`config.mk`:
```
export PLATFORM = sky130hd
export DESIGN_NAME = i2s_receiver
export DESIGN_NICKNAME = d
export VERILOG_FILES = /design/src/rtl/i2s_receiver.sv
export SDC_FILE = /design/constraint.sdc
export NUM_CORES = 1
export LEC_CHECK = 0
export ABC_CLOCK_PERIOD_IN_PS = 2300
export BUFFER_PORTS_ARGS = -buffer_cell sky130_fd_sc_hd__buf_2
export CAP_MARGIN = 20
export CORE_AREA = 3 3 110 112
export DETAILED_ROUTE_END_ITERATION = 10
export DIE_AREA = 0 0 113 115
export SYNTH_ARGS = -nofsm -noshare
export SYNTH_HDL_FRONTEND = slang
export SYNTH_SLANG_ARGS = --single-unit
```
`constraint.sdc`:
```
create_clock -name mclk -period 2.3 [get_ports mclk]
set_input_delay 0.23 -clock mclk [delete_from_list [all_inputs] [get_ports mclk]]
set_output_delay 0.23 -clock mclk [all_outputs]
set_load 0.005 [all_outputs]
```
`src/rtl/i2s_receiver.sv`:
```
// I2S capture stage: deserialises 24-bit left/right samples from sclk/lrclk/sdin
// sampled in the mclk domain. Define I2S_RX_SYNC_EN to add a 2-flop input synchroniser.
module i2s_receiver #(
  parameter int DATA_WIDTH = 24,
  parameter int SLOT_WIDTH = 32
) (
  input  logic                  mclk,
  input  logic                  rst,
  input  logic                  sclk,
  input  logic                  lrclk,
  input  logic                  sdin,
  output logic [DATA_WIDTH-1:0] ldata,
  output logic [DATA_WIDTH-1:0] rdata,
  output logic                  valid,
  output logic                  frame_err
);

  localparam int            CW       = $clog2(SLOT_WIDTH + 1);
  localparam logic [CW-1:0] CNT_MAX  = CW'(SLOT_WIDTH);
  localparam logic [CW-1:0] DATA_CNT = CW'(DATA_WIDTH);
  localparam logic [CW:0]   SLOT_LEN = (CW+1)'(SLOT_WIDTH);

  typedef enum logic [1:0] {S_WAIT, S_LEFT, S_RIGHT} state_t;

  typedef struct packed {
    logic sclk;
    logic lrclk;
    logic sdin;
  } pins_t;

  pins_t in_w;

`ifdef I2S_RX_SYNC_EN
  pins_t s0_q, s0_d;
  always_comb s0_d = '{sclk: sclk, lrclk: lrclk, sdin: sdin};
  always_ff @(posedge mclk or negedge rst) begin
    if (!rst) s0_q <= '0;
    else      s0_q <= s0_d;
  end
  assign in_w = s0_q;
`else
  assign in_w = '{sclk: sclk, lrclk: lrclk, sdin: sdin};
`endif

  pins_t                 s1_q, s1_d;
  logic                  s2_sclk_q, s2_sclk_d;
  logic                  lr_prev_q, lr_prev_d;
  logic [CW-1:0]         cnt_q, cnt_d;
  logic [DATA_WIDTH-1:0] lsr_q, lsr_d;
  logic [DATA_WIDTH-1:0] rsr_q, rsr_d;
  logic [DATA_WIDTH-1:0] lhold_q, lhold_d;
  logic [DATA_WIDTH-1:0] ldata_q, ldata_d;
  logic [DATA_WIDTH-1:0] rdata_q, rdata_d;
  logic                  valid_q, valid_d;
  logic                  ferr_q, ferr_d;
  state_t                state_q, state_d;

  logic bit_evt, bnd, slot_bad;

  always_comb begin
    s1_d      = in_w;
    s2_sclk_d = s1_q.sclk;
    lr_prev_d = lr_prev_q;
    cnt_d     = cnt_q;
    lsr_d     = lsr_q;
    rsr_d     = rsr_q;
    lhold_d   = lhold_q;
    ldata_d   = ldata_q;
    rdata_d   = rdata_q;
    valid_d   = 1'b0;
    ferr_d    = ferr_q;
    state_d   = state_q;

    bit_evt  = s1_q.sclk & ~s2_sclk_q;
    bnd      = bit_evt & (s1_q.lrclk != lr_prev_q);
    // The boundary event itself counts as one bit of the closing slot.
    slot_bad = (({1'b0, cnt_q} + 1'b1) != SLOT_LEN);

    if (bit_evt) begin
      lr_prev_d = s1_q.lrclk;
      if (bnd) begin
        cnt_d = '0;
        unique case (state_q)
          S_WAIT: begin
            if (!s1_q.lrclk) begin
              lsr_d   = '0;
              state_d = S_LEFT;
            end
          end
          S_LEFT: begin
            if (s1_q.lrclk) begin
              lhold_d = lsr_q;
              rsr_d   = '0;
              state_d = S_RIGHT;
              if (slot_bad) ferr_d = 1'b1;
            end
          end
          S_RIGHT: begin
            if (!s1_q.lrclk) begin
              ldata_d = lhold_q;
              rdata_d = rsr_q;
              valid_d = 1'b1;
              lsr_d   = '0;
              state_d = S_LEFT;
              if (slot_bad) ferr_d = 1'b1;
            end
          end
          default: state_d = S_WAIT;
        endcase
      end else begin
        if (cnt_q != CNT_MAX) cnt_d = cnt_q + 1'b1;
        // Counts 1..DATA_WIDTH carry sample bits; padding beyond is dropped.
        if (state_q != S_WAIT && cnt_q < DATA_CNT) begin
          if (lr_prev_q) rsr_d = {rsr_q[DATA_WIDTH-2:0], s1_q.sdin};
          else           lsr_d = {lsr_q[DATA_WIDTH-2:0], s1_q.sdin};
        end
      end
    end
  end

  always_ff @(posedge mclk or negedge rst) begin
    if (!rst) begin
      s1_q      <= '0;
      s2_sclk_q <= 1'b0;
      lr_prev_q <= 1'b0;
      cnt_q     <= '0;
      lsr_q     <= '0;
      rsr_q     <= '0;
      lhold_q   <= '0;
      ldata_q   <= '0;
      rdata_q   <= '0;
      valid_q   <= 1'b0;
      ferr_q    <= 1'b0;
      state_q   <= S_WAIT;
    end else begin
      s1_q      <= s1_d;
      s2_sclk_q <= s2_sclk_d;
      lr_prev_q <= lr_prev_d;
      cnt_q     <= cnt_d;
      lsr_q     <= lsr_d;
      rsr_q     <= rsr_d;
      lhold_q   <= lhold_d;
      ldata_q   <= ldata_d;
      rdata_q   <= rdata_d;
      valid_q   <= valid_d;
      ferr_q    <= ferr_d;
      state_q   <= state_d;
    end
  end

  assign ldata     = ldata_q;
  assign rdata     = rdata_q;
  assign valid     = valid_q;
  assign frame_err = ferr_q;

endmodule
```
==> impl_metrics.json <==
{
  "final_common_cell": "dfrtp_1",
  "clock-sinks": 135,
  "n_antenna_cell": 0,
  "synthXorXnorAreaFrac_pct": 0.678,
  "endpoint": "lsr_q[21]",
  "synth_compound_area_share_pct": 10.5,
  "clockBufferDepth": 2,
  "worstPathMaxFanout": 24,
  "worstHoldPathType": "in -> async",
  "tritoncts": "done",
  "vias_per_cell": 5.30,
  "layout-drive-gt1-share_pct": 35.2,
  "routed_wl_mm": 8.75,
  "n_fill_cell": 933,
  "final_cell_mix": "dfrtp_1 (135), buf_2 (53), mux2_2 (52), a22o_1 (46), mux2_1 (20)",
  "synth-seq-cells": 135,
  "crit_type": "reg -> reg",
  "maxCapViolations": 0,
  "worst_ep_required_time_ns": 2.65,
  "placed_area_mm2": 0.00557,
  "syn_avg_cell_area_um2": 14.6,
  "wl_met1_mm": 4.17,
  "ir_drop_v": 0.000491,
  "syn_area_mm2": 0.00517,
  "clock-skew-final_ns": 0.00626,
  "cts_buffers": 17,
  "crit_path_end_kind": "register",
  "rr_worst_depth": 4,
  "cts.clk_slew.worst_paths_ns": 0.05,
  "min_period_over_period_pct": 88.7,
  "synth_simple_gate_area_share_pct": 4.31,
  "finalSetupViolCount": 0,
  "synth_cells": 353,
  "drc": 0,
  "core_mm2": 0.0113,
  "slew_headroom_pct": 33.8,
  "p_leak_uw": 0.00334,
  "stdcell_area_mm2": 0.00632,
  "yosys.area.top_type": "dfrtp_1",
  "synthArstFlopShare_pct": 100,
  "setup_tns_ns": 0,
  "gp_congestion": 0.768,
  "fin_ws_ns": 0.259,
  "grt_use_total_pct": 14.9,
  "dr.pass1.iters": 4,
  "ys_top_cells_by_area": "dfrtp_1 (65%), mux2_2 (11%), a22o_1 (7.8%)",
  "synth_ff_type": "dfrtp_1",
  "dieArea_mm2": 0.0130,
  "r2r-start": "lr_prev_q",
  "insertion_delay_ns": 0.41,
  "place_ws_ns": 0.277,
  "synth_edf_count": 0,
  "ys_seq_area_share_pct": 65.4,
  "startpoint_type": "register",
  "yosys_warnings": 0,
  "reg2reg_to": "lsr_q[21]",
  "num_vias": 3033,
  "cts-htree-levels": 4,
  "area_growth_pct": 22.2,
  "synthAdderAreaFrac_pct": 0.726,
  "topRoutingLayerUsed": "met4",
  "dr_wl_met2_mm": 4.00,
  "met3_wirelength_um": 433,
  "port_buffers": 54,
  "die_w_um": 113,
  "cp_data_arrival_time_ns": 2.39,
  "hpwlAfterDp_mm": 5.46,
  "status": "completed",
  "hold_viol_final": 0,
  "syn-num-nets": 361,
  "grt_max_degree": 67,
  "fin_crit_ns": 2.04,
  "cts-root-buf": "clkbuf_16",
  "synth_top_area_share_pct": 65.4,
  "drt-initial-drc-count": 97,
  "synth_top_family_by_area": "multiplexers",
  "initial_utilization_pct": 45.6,
  "row_count": 39,
  "antenna_found_initial": 0,
  "worstSetupStartpoint": "lr_prev_q",
  "grt_pass1_vias": 3100,
  "overflow": 0,
  "postCtsSetupBuffers": 0,
  "worst_slew_pin_slew_ns": 0.993,
  "wl_per_cell_um": 15.3,
  "max_freq_ghz": 0.490,
  "pwr_density_cell_mw_per_mm2": 986,
  "pin_count": 55,
  "maxSlewViolCount": 0,
  "ant_nets": 0,
  "synthMuxAreaShare_pct": 15.7,
  "yosys.cell_types.count": 37,
  "rsz0062_at_grt": "false",
  "dieHeight_um": 115,
  "reg2reg_slack_ns": 0.26,
  "grt_pass1_wl_mm": 15.1,
  "finalNetCount": 424
}
==> registers in the layout, summed over array words and instances (netlist names), 2 cells and up <==
signal and flops:
ldata 24, lhold_q 24, lsr_q 24, rdata 24
rsr_q 24, cnt_q 6, s1_q 2, state_q 2
==> how the worst min path moves through the flow <==
stage	startpoint	to	slack (ns)	cells past startpoint
6_report	rst	lhold_q[16]	0.37	2
3_5_place_dp	rst	lhold_q[16]	0.26	1
4_1_cts	rst	lsr_q[16]	0.40	2
2_1_floorplan	rst	cnt_q[0]	-0.07	0
3_3_place_gp	rst	lhold_q[16]	0.27	1
5_1_grt	s2_sclk_d	s2_sclk_q	0.41	0
==> area by class of cell <==
type	instances	area, um2	share of cell area [%]
Inverter	4	15.0	0.238
Clock inverter	6	155	2.46
Tap cell	143	179	2.83
Sequential cell	135	3380	53.5
Clock buffer	26	549	8.70
Timing Repair Buffer	66	389	6.16
Multi-Input combinational cell	192	1650	26.1
==> worst max-delay path, cell delays in order (launching register included) <==
cell and delay, ns:
dfrtp_1 0.45, xor2_1 0.19, and2_1 0.26, o21ai_2 0.81
a22o_1 0.26
==> metrics by stage <==
step,std cells,total power [uW],hold slack [ns],utilization (%)
CTS,572,6300,0.396,55.8
global placement,536,3120,0.269,49.2
detailed placement,536,3140,0.265,49.2
finish,572,6230,0.366,55.8
global route,572,6470,0.414,55.8
floorplan,353,2970,-0.0656,-
==> metal layers <==
layer	vias up	global-route usage, %
li1	1420	-
met1	1537	19.5
met2	64	22.1
met3	12	5.79
met4	0	6.89
met5	-	0
==> Yosys cell counts, drive strengths merged, types with 3 or more instances <==
cell and count:
nor2 7, a22o 46, a21oi 3, ha 3
buf 19, inv 4, dfrtp 135, nand2b 3
mux2 72, nand3 3, o21ai 9, nand2 21
xor2 3, clkbuf 3, a32o 3
==> cells by family (layout without fill, tap and decap cells) <==
kind of cell,Yosys count,after routing
flip-flops,135,135
multiplexers,72,72
AO/OA/AOI/OAI,67,67
AND/OR/NAND/NOR,46,46
buffers and inverters,26,102
XOR/XNOR,4,4
adder cells (fa/ha/maj),3,3
==> timing repair <==
action,CTS,global route
hold endpoints to repair,67,0
gates resized for setup,0,0
hold buffers,4,0
==> power by group <==
part / total [uW] / internal [uW] / switching (uW)
clock network: 3130 / 2180 / 941
logic: 424 / 190 / 234
registers: 2680 / 2520 / 153
total: 6230 / 4900 / 1330
Power figures use the tool's default switching activity.
